**src/rtl/lap_memory.sv**
```systemverilog
// lap_memory -- circular store of stopwatch lap snapshots with a browsable display.
//
// Purpose: on each lap request the running time is captured into a DEPTH-entry
// circular buffer. A selection index, counted from the oldest retained lap,
// chooses which snapshot drives disp_out. disp_out is registered, so it shows
// the selected entry one cycle after the selection or the entry changes.
//
// Parameters: NDIG  number of 4-bit BCD digits per snapshot (1..8)
//             DEPTH number of stored laps, power of two (2..64)
//
// Ports:
//   clk       rising-edge clock
//   rst       synchronous active-high reset
//   lap       single-cycle capture request
//   time_in   running time, digit 0 in bits [3:0]
//   sel_next  browse toward the newest lap (wraps to the oldest)
//   sel_prev  browse toward the oldest lap (wraps to the newest)
//   disp_out  registered snapshot of the selected lap, zero while empty
//   disp_idx  selected logical index, 0 = oldest retained lap
//   lap_cnt   number of retained laps, 0..DEPTH
//   empty     lap_cnt == 0
//   full      lap_cnt == DEPTH
//   ovf       sticky: a lap arrived while full (cleared only by rst)
//
// Build option: define LAP_MEMORY_OVERWRITE_EN to make a lap while full
// replace the oldest entry; otherwise such a lap is dropped.

module lap_memory #(
  parameter int NDIG  = 4,
  parameter int DEPTH = 8
) (
  input  logic                       clk,
  input  logic                       rst,
  input  logic                       lap,
  input  logic [4*NDIG-1:0]          time_in,
  input  logic                       sel_next,
  input  logic                       sel_prev,
  output logic [4*NDIG-1:0]          disp_out,
  output logic [$clog2(DEPTH)-1:0]   disp_idx,
  output logic [$clog2(DEPTH):0]     lap_cnt,
  output logic                       empty,
  output logic                       full,
  output logic                       ovf
);

  localparam int AW = $clog2(DEPTH);
  localparam int DW = 4 * NDIG;
  localparam logic [AW:0]   CNT_FULL = DEPTH[AW:0];
  localparam logic [AW:0]   CNT_ONE  = 1;
  localparam logic [AW-1:0] IDX_ONE  = 1;
  localparam logic [AW-1:0] IDX_ZERO = '0;
  localparam logic [AW-1:0] IDX_LAST = AW'(DEPTH - 1);

  logic [DW-1:0] mem [DEPTH];
  logic [AW-1:0] wr_ptr;
  logic [AW-1:0] old_ptr;
  logic [AW-1:0] rd_addr;
  logic [AW-1:0] last_idx;
  logic          wr_en;

  assign empty    = (lap_cnt == '0);
  assign full     = (lap_cnt == CNT_FULL);
  // Highest valid logical index; only meaningful while not empty.
  assign last_idx = AW'(lap_cnt - CNT_ONE);
  // Logical index is relative to the oldest entry; power-of-two depth wraps for free.
  assign rd_addr  = old_ptr + disp_idx;

`ifdef LAP_MEMORY_OVERWRITE_EN
  assign wr_en = lap && !rst;
`else
  assign wr_en = lap && !rst && !full;
`endif

  // Storage: no reset; stale contents are masked by lap_cnt.
  always_ff @(posedge clk) begin
    if (wr_en) begin
      mem[wr_ptr] <= time_in;
    end
  end

  // Control: pointers, count, selection and overflow flag.
  always_ff @(posedge clk) begin
    if (rst) begin
      wr_ptr   <= '0;
      old_ptr  <= '0;
      lap_cnt  <= '0;
      disp_idx <= '0;
      ovf      <= 1'b0;
    end else if (lap) begin
      // A lap swallows any selection pulse in the same cycle.
      if (!full) begin
        wr_ptr   <= wr_ptr + IDX_ONE;
        lap_cnt  <= lap_cnt + CNT_ONE;
        disp_idx <= lap_cnt[AW-1:0];
      end else begin
        ovf <= 1'b1;
`ifdef LAP_MEMORY_OVERWRITE_EN
        // When full wr_ptr == old_ptr, so this write replaced the oldest entry.
        wr_ptr   <= wr_ptr + IDX_ONE;
        old_ptr  <= old_ptr + IDX_ONE;
        disp_idx <= IDX_LAST;
`endif
      end
    end else if (!empty && (sel_next != sel_prev)) begin
      if (sel_next) begin
        disp_idx <= (disp_idx == last_idx) ? IDX_ZERO : disp_idx + IDX_ONE;
      end else begin
        disp_idx <= (disp_idx == IDX_ZERO) ? last_idx : disp_idx - IDX_ONE;
      end
    end
  end

  // Display register: one-cycle read of the currently selected entry.
  always_ff @(posedge clk) begin
    if (rst || empty) begin
      disp_out <= '0;
    end else begin
      disp_out <= mem[rd_addr];
    end
  end

endmodule

```
**config.mk**
```make
export PLATFORM = sky130hd
export DESIGN_NAME = lap_memory
export DESIGN_NICKNAME = d
export VERILOG_FILES = /design/src/rtl/lap_memory.sv
export SDC_FILE = /design/constraint.sdc
export NUM_CORES = 1
export LEC_CHECK = 0
export CORE_MARGIN = 2
export CORE_UTILIZATION = 55
export DETAILED_ROUTE_END_ITERATION = 7
export PLACE_DENSITY = 0.76
export SYNTH_ARGS = -nofsm -noshare
export SYNTH_HDL_FRONTEND = slang
export SYNTH_SLANG_ARGS = --single-unit
```
**constraint.sdc**
```tcl
create_clock -name clk -period 10.15 [get_ports clk]
set_input_delay 1.015 -clock clk [delete_from_list [all_inputs] [get_ports clk]]
set_output_delay 1.015 -clock clk [all_outputs]
set_load 0.02 [all_outputs]
```
**Yosys cells after proc, flatten, opt, wreduce, memory -nomap -nowiden**

Memories as Yosys holds them, arrays and structs flattened. A register that Yosys moved wholly into a read port is not among the register bits.
Cells that the tools add are included.
Widths: inputs -> output; s select.

- Flip-flop bits (word level): 11
- Logic and storage cells: 36
- Output and inout port bits: 26
- Memories kept: 1
- Input port bits: 21
- RAM bits: 128

- Muxes and demuxes: 8
- Equality and inequality tests: 4
- Bitwise logic cells: 1
- $add $sub $neg: 5
- Reduce and logical (&&, ||, !) cells: 13

Memories:

| memory | depth | width | read ports | clocked after Yosys merged registers in | write ports | RTL line | RTL |
|---|---|---|---|---|---|---|---|
| mem | 8 | 16 | 1 | 1 | 1 | 54 | `logic [DW-1:0] mem [DEPTH];` |

Operator list:

| kind | count |
|---|---|
| $mux 3 | 6 |
| $add 3x1->3 const B | 2 |
| $reduce_and 2->1 | 3 |
| $sub 3x1->3 const B | 2 |
| $add 4x1->4 const B | 1 |
| $eq 4x4->1 const B | 1 |
| $logic_not 4->1 | 1 |
| $eq 3x3->1 | 1 |
| $logic_and 1x1->1 | 3 |
| $logic_not 1->1 | 3 |
| $logic_not 3->1 | 1 |
| $mux 1 | 2 |
| $ne 2x2->1 const B | 1 |
| $reduce_bool 2->1 | 1 |
| $logic_or 1x1->1 | 1 |
| $ne 1x1->1 | 1 |
| $not 1->1 | 1 |

**Depth between registers and ports, before layout**

- Word-level depth: 6
- Depth in mapped cells: 8

**Worst setup path before layout**

Ideal clock, no wire load.

- Path type: input-to-reg
- From: input lap
- To: memory mem[0][0] (netlist name), enable pin
- Buffers on the path: 1
- Required time: 9.714 ns
- Library setup time: 0.436 ns
- Data arrival time: 3.293 ns
- Stages on the path: 3
- Slack: 6.421 ns
- Path through: clkbuf_1 nand2_1 nor4b_1

- Cells in the longest elaborated chain, start to end: 4

RTL lines:

| element | RTL line | RTL |
|---|---|---|
| start, declared | 34 | `input logic lap,` |
| $logic_and 1x1->1 (2 in a row) | 71 | `assign wr_en = lap && !rst && !full;` |
| $mux 1 | 76 | `if (wr_en) begin` |
| $mux 1 (implied by the code) | 77 | `mem[wr_ptr] <= time_in;` |
| end, declared | 54 |  |

Every way passes these cells.

**Final worst setup path**

- From: register lap_cnt[0]
- To: output full

- Cells in the longest elaborated chain, start to end: 1

RTL lines:

| element | RTL line | RTL |
|---|---|---|
| start, declared | 40 | `output logic [$clog2(DEPTH):0] lap_cnt,` |
| start signal, assigned | 93 | `lap_cnt <= lap_cnt + CNT_ONE;` |
| $eq 4x4->1 | 62 | `assign full = (lap_cnt == CNT_FULL);` |
| end, declared | 42 | `output logic full,` |

Every way passes these cells.

==> summary.txt <==
Die ar.: 11800 µm²
Post-CTS Hold Buffers: 0
Critical Path RT: 9.14 ns
worst setup slack after placement: 6.57 ns
Final Setup Violations: 0
post-synthesis sequential area ratio: 73.0%
CTS root buf: clkbuf_8
post-placement cell count: 504
CTS Sinks: 155
most used cell, CP: inv_1
Design Area, Final: 7280 µm²
top cells by count, synth: edfxtp_1 (128), mux4_2 (32), nor2_1 (29)
clock slew at reported path FFs: 0.06 ns
worst-path fanout max: 8
Chip Height: 109 µm
Overflow after GRT: 0
aggregate global-route resource usage: 20.0%
multi-input logic area: 1550 µm²
htree depth: 4
vias in the first global route: 3125
ratio of cells with drive above 1 in the final layout: 20.5%
Critical Path Source Type: register
Final Max Slew Viols: 0
Max stage delay on crit path: 0.55 ns
CTS tree: yes
ANT cells: 0
I/O Pins: 47
hold crit path type: reg2reg
CP Class: reg2out
DRT Pass-1 Iters: 4
Port-buffer cells: 46
Buf/Inv on CP: 3
Cell variety after synth: 36
DRC viols: 0
Fmax achieved: 0.301 GHz
syn avg cell area: 18.6 µm²
via count: 3077
FF/Latch Area: 4390 µm²
post-route ant nets: 0
vias per cell: 5.74
Leak: 2.39 nW
Tmin final: 3.32 ns
Clock Skew: 0.00761 ns
Cell Rows: 38
synth top area cells: edfxtp_1 (64%), mux4_2 (12%), dfxtp_1 (9.0%)
overall power: 1.50 mW
PostCTS Resize Cnt: 0
Clock Latency Late Sink: 0.52 ns
Setup Buffers After CTS: 0
worst slew pin tran: 1.09 ns
wire per inst: 19.8 µm
Total Wirelength: 10600 µm
post-synthesis cell count: 323
pin count of the biggest net entering global routing: 39
first-pass GRT wire length: 16700 µm
Primary FF master, synth: edfxtp_1
fin nets: 410
Post-DP HPWL: 6220 µm
fillcell total: 711
Max-Cap Viols: 0
largest area contributor in the netlist: edfxtp_1
post-synth top area share: 64.0%
crit path max-delay cell type: clkdlybuf4s50_1
top-count cell post-synth: edfxtp_1
crit path cell chain: inv_1, ha_1, nand3b_1, inv_1, clkdlybuf4s50_1
Top delay family on crit path: buffers and inverters
Synthesized Nets: 350
DP Area: 6670 µm²
GP Congestion: 0.798
Final WS setup: 6.83 ns
Core Region: 10700 µm²
data arrival time of the worst path: 2.30 ns
Yosys warning total: 0
power per cell area: 207 nW/µm²
Initial Util: 55.9%
Die X: 109 µm
Synth Cell Area: 6010 µm²
maximum root-to-sink buffer count: 2
TritonCTS Buffers: 17
initial antenna violation count: 0
Final Hold Fails: 0
worst hold slack: 0.531 ns
final core utilization: 67.7%
fin crit share: 32.7%
Max VDD drop: 119 µV
Layout area overhead: 21.1%
Rel. slew slack: 26.5%
unrepaired setup endpoints after global routing: false
setup tns final: 0 ns
drt initial violations: 247
asr flop ratio synth: 0%
CP Capture Type: output port
non-filler cells, final: 536
number of synthesized flops with an enable pin: 128
FF+latch count, synth: 155
status: finished, final reports clean
flip-flops by register name, indices dropped and copies added, names as in the netlist:
| signal | cells |
|---|---|
| mem | 128 |
| lap_cnt | 4 |
| wr_ptr | 3 |
| disp_idx | 3 |
| ovf | 1 |
| disp_out | 16 |
cell usage in the layout, fill, tap and decap left out, types with 5 or more instances in the layout:
master	synthesis	final
clkdlybuf4s50_1	0	46
clkinv_2	0	5
nand2_1	7	7
nor2_1	29	29
buf_4	2	11
inv_1	6	6
mux2i_1	19	19
clkbuf_16	0	16
dfxtp_1	27	26
ha_1	6	6
edfxtp_1	128	128
a21oi_1	6	6
mux4_2	32	32
layout make-up:
type | instances | share of cell area, %
sequential | 155 | 60.3
multi-input combinational | 146 | 21.2
timing repair buffer | 57 | 7.46
clock buffer | 19 | 5.93
tap | 140 | 2.41
clock inverter | 13 | 2.39
inverter | 6 | 0.309
kinds of logic after synthesis:
| logic type | Yosys count | share of synthesized area [%] |
|---|---|---|
| mux | 51 | 15.2 |
| buf+inv | 22 | 1.77 |
| fa+ha+maj | 6 | 1.25 |
| compound gates | 14 | 1.92 |
| flops | 155 | 73.0 |
| xor+xnor | 9 | 1.56 |
| simple gates | 66 | 5.37 |
per-layer routing:
layer | global-route usage (%) | part of all wire [%] | vias up
li1 | - | - | 1394
met1 | 27.0 | 43 | 1573
met2 | 30.8 | 50 | 100
met3 | 6.03 | 5.9 | 10
met4 | 7.88 | 0.83 | 0
met5 | 0 | 0 | -
worst min-delay path: cells and delay by family (launching register included):
| kind | cells | cell delay (ns) |
|---|---|---|
| flip-flops | 1 | 0.34 |
| AND/OR/NAND/NOR | 1 | 0.09 |
| AO/OA/AOI/OAI | 1 | 0.05 |
power by group:
part	switching [mW]	internal, mW	total, mW
combinational	0.0817	0.0764	0.158
sequential	0.00718	0.704	0.711
clock	0.230	0.403	0.633
total	0.319	1.18	1.50
path summary, 6_finish.rpt:
path	start	end	slack, ns	cells past startpoint
worst max register to register	lap_cnt[0]	mem[4][7]	7.29	6
worst min-delay path	ovf	ovf	0.53	2
worst max-delay path	lap_cnt[0]	full	6.83	5
worst min register to register	ovf	ovf	0.53	2
(Power assumes the default switching activity.)
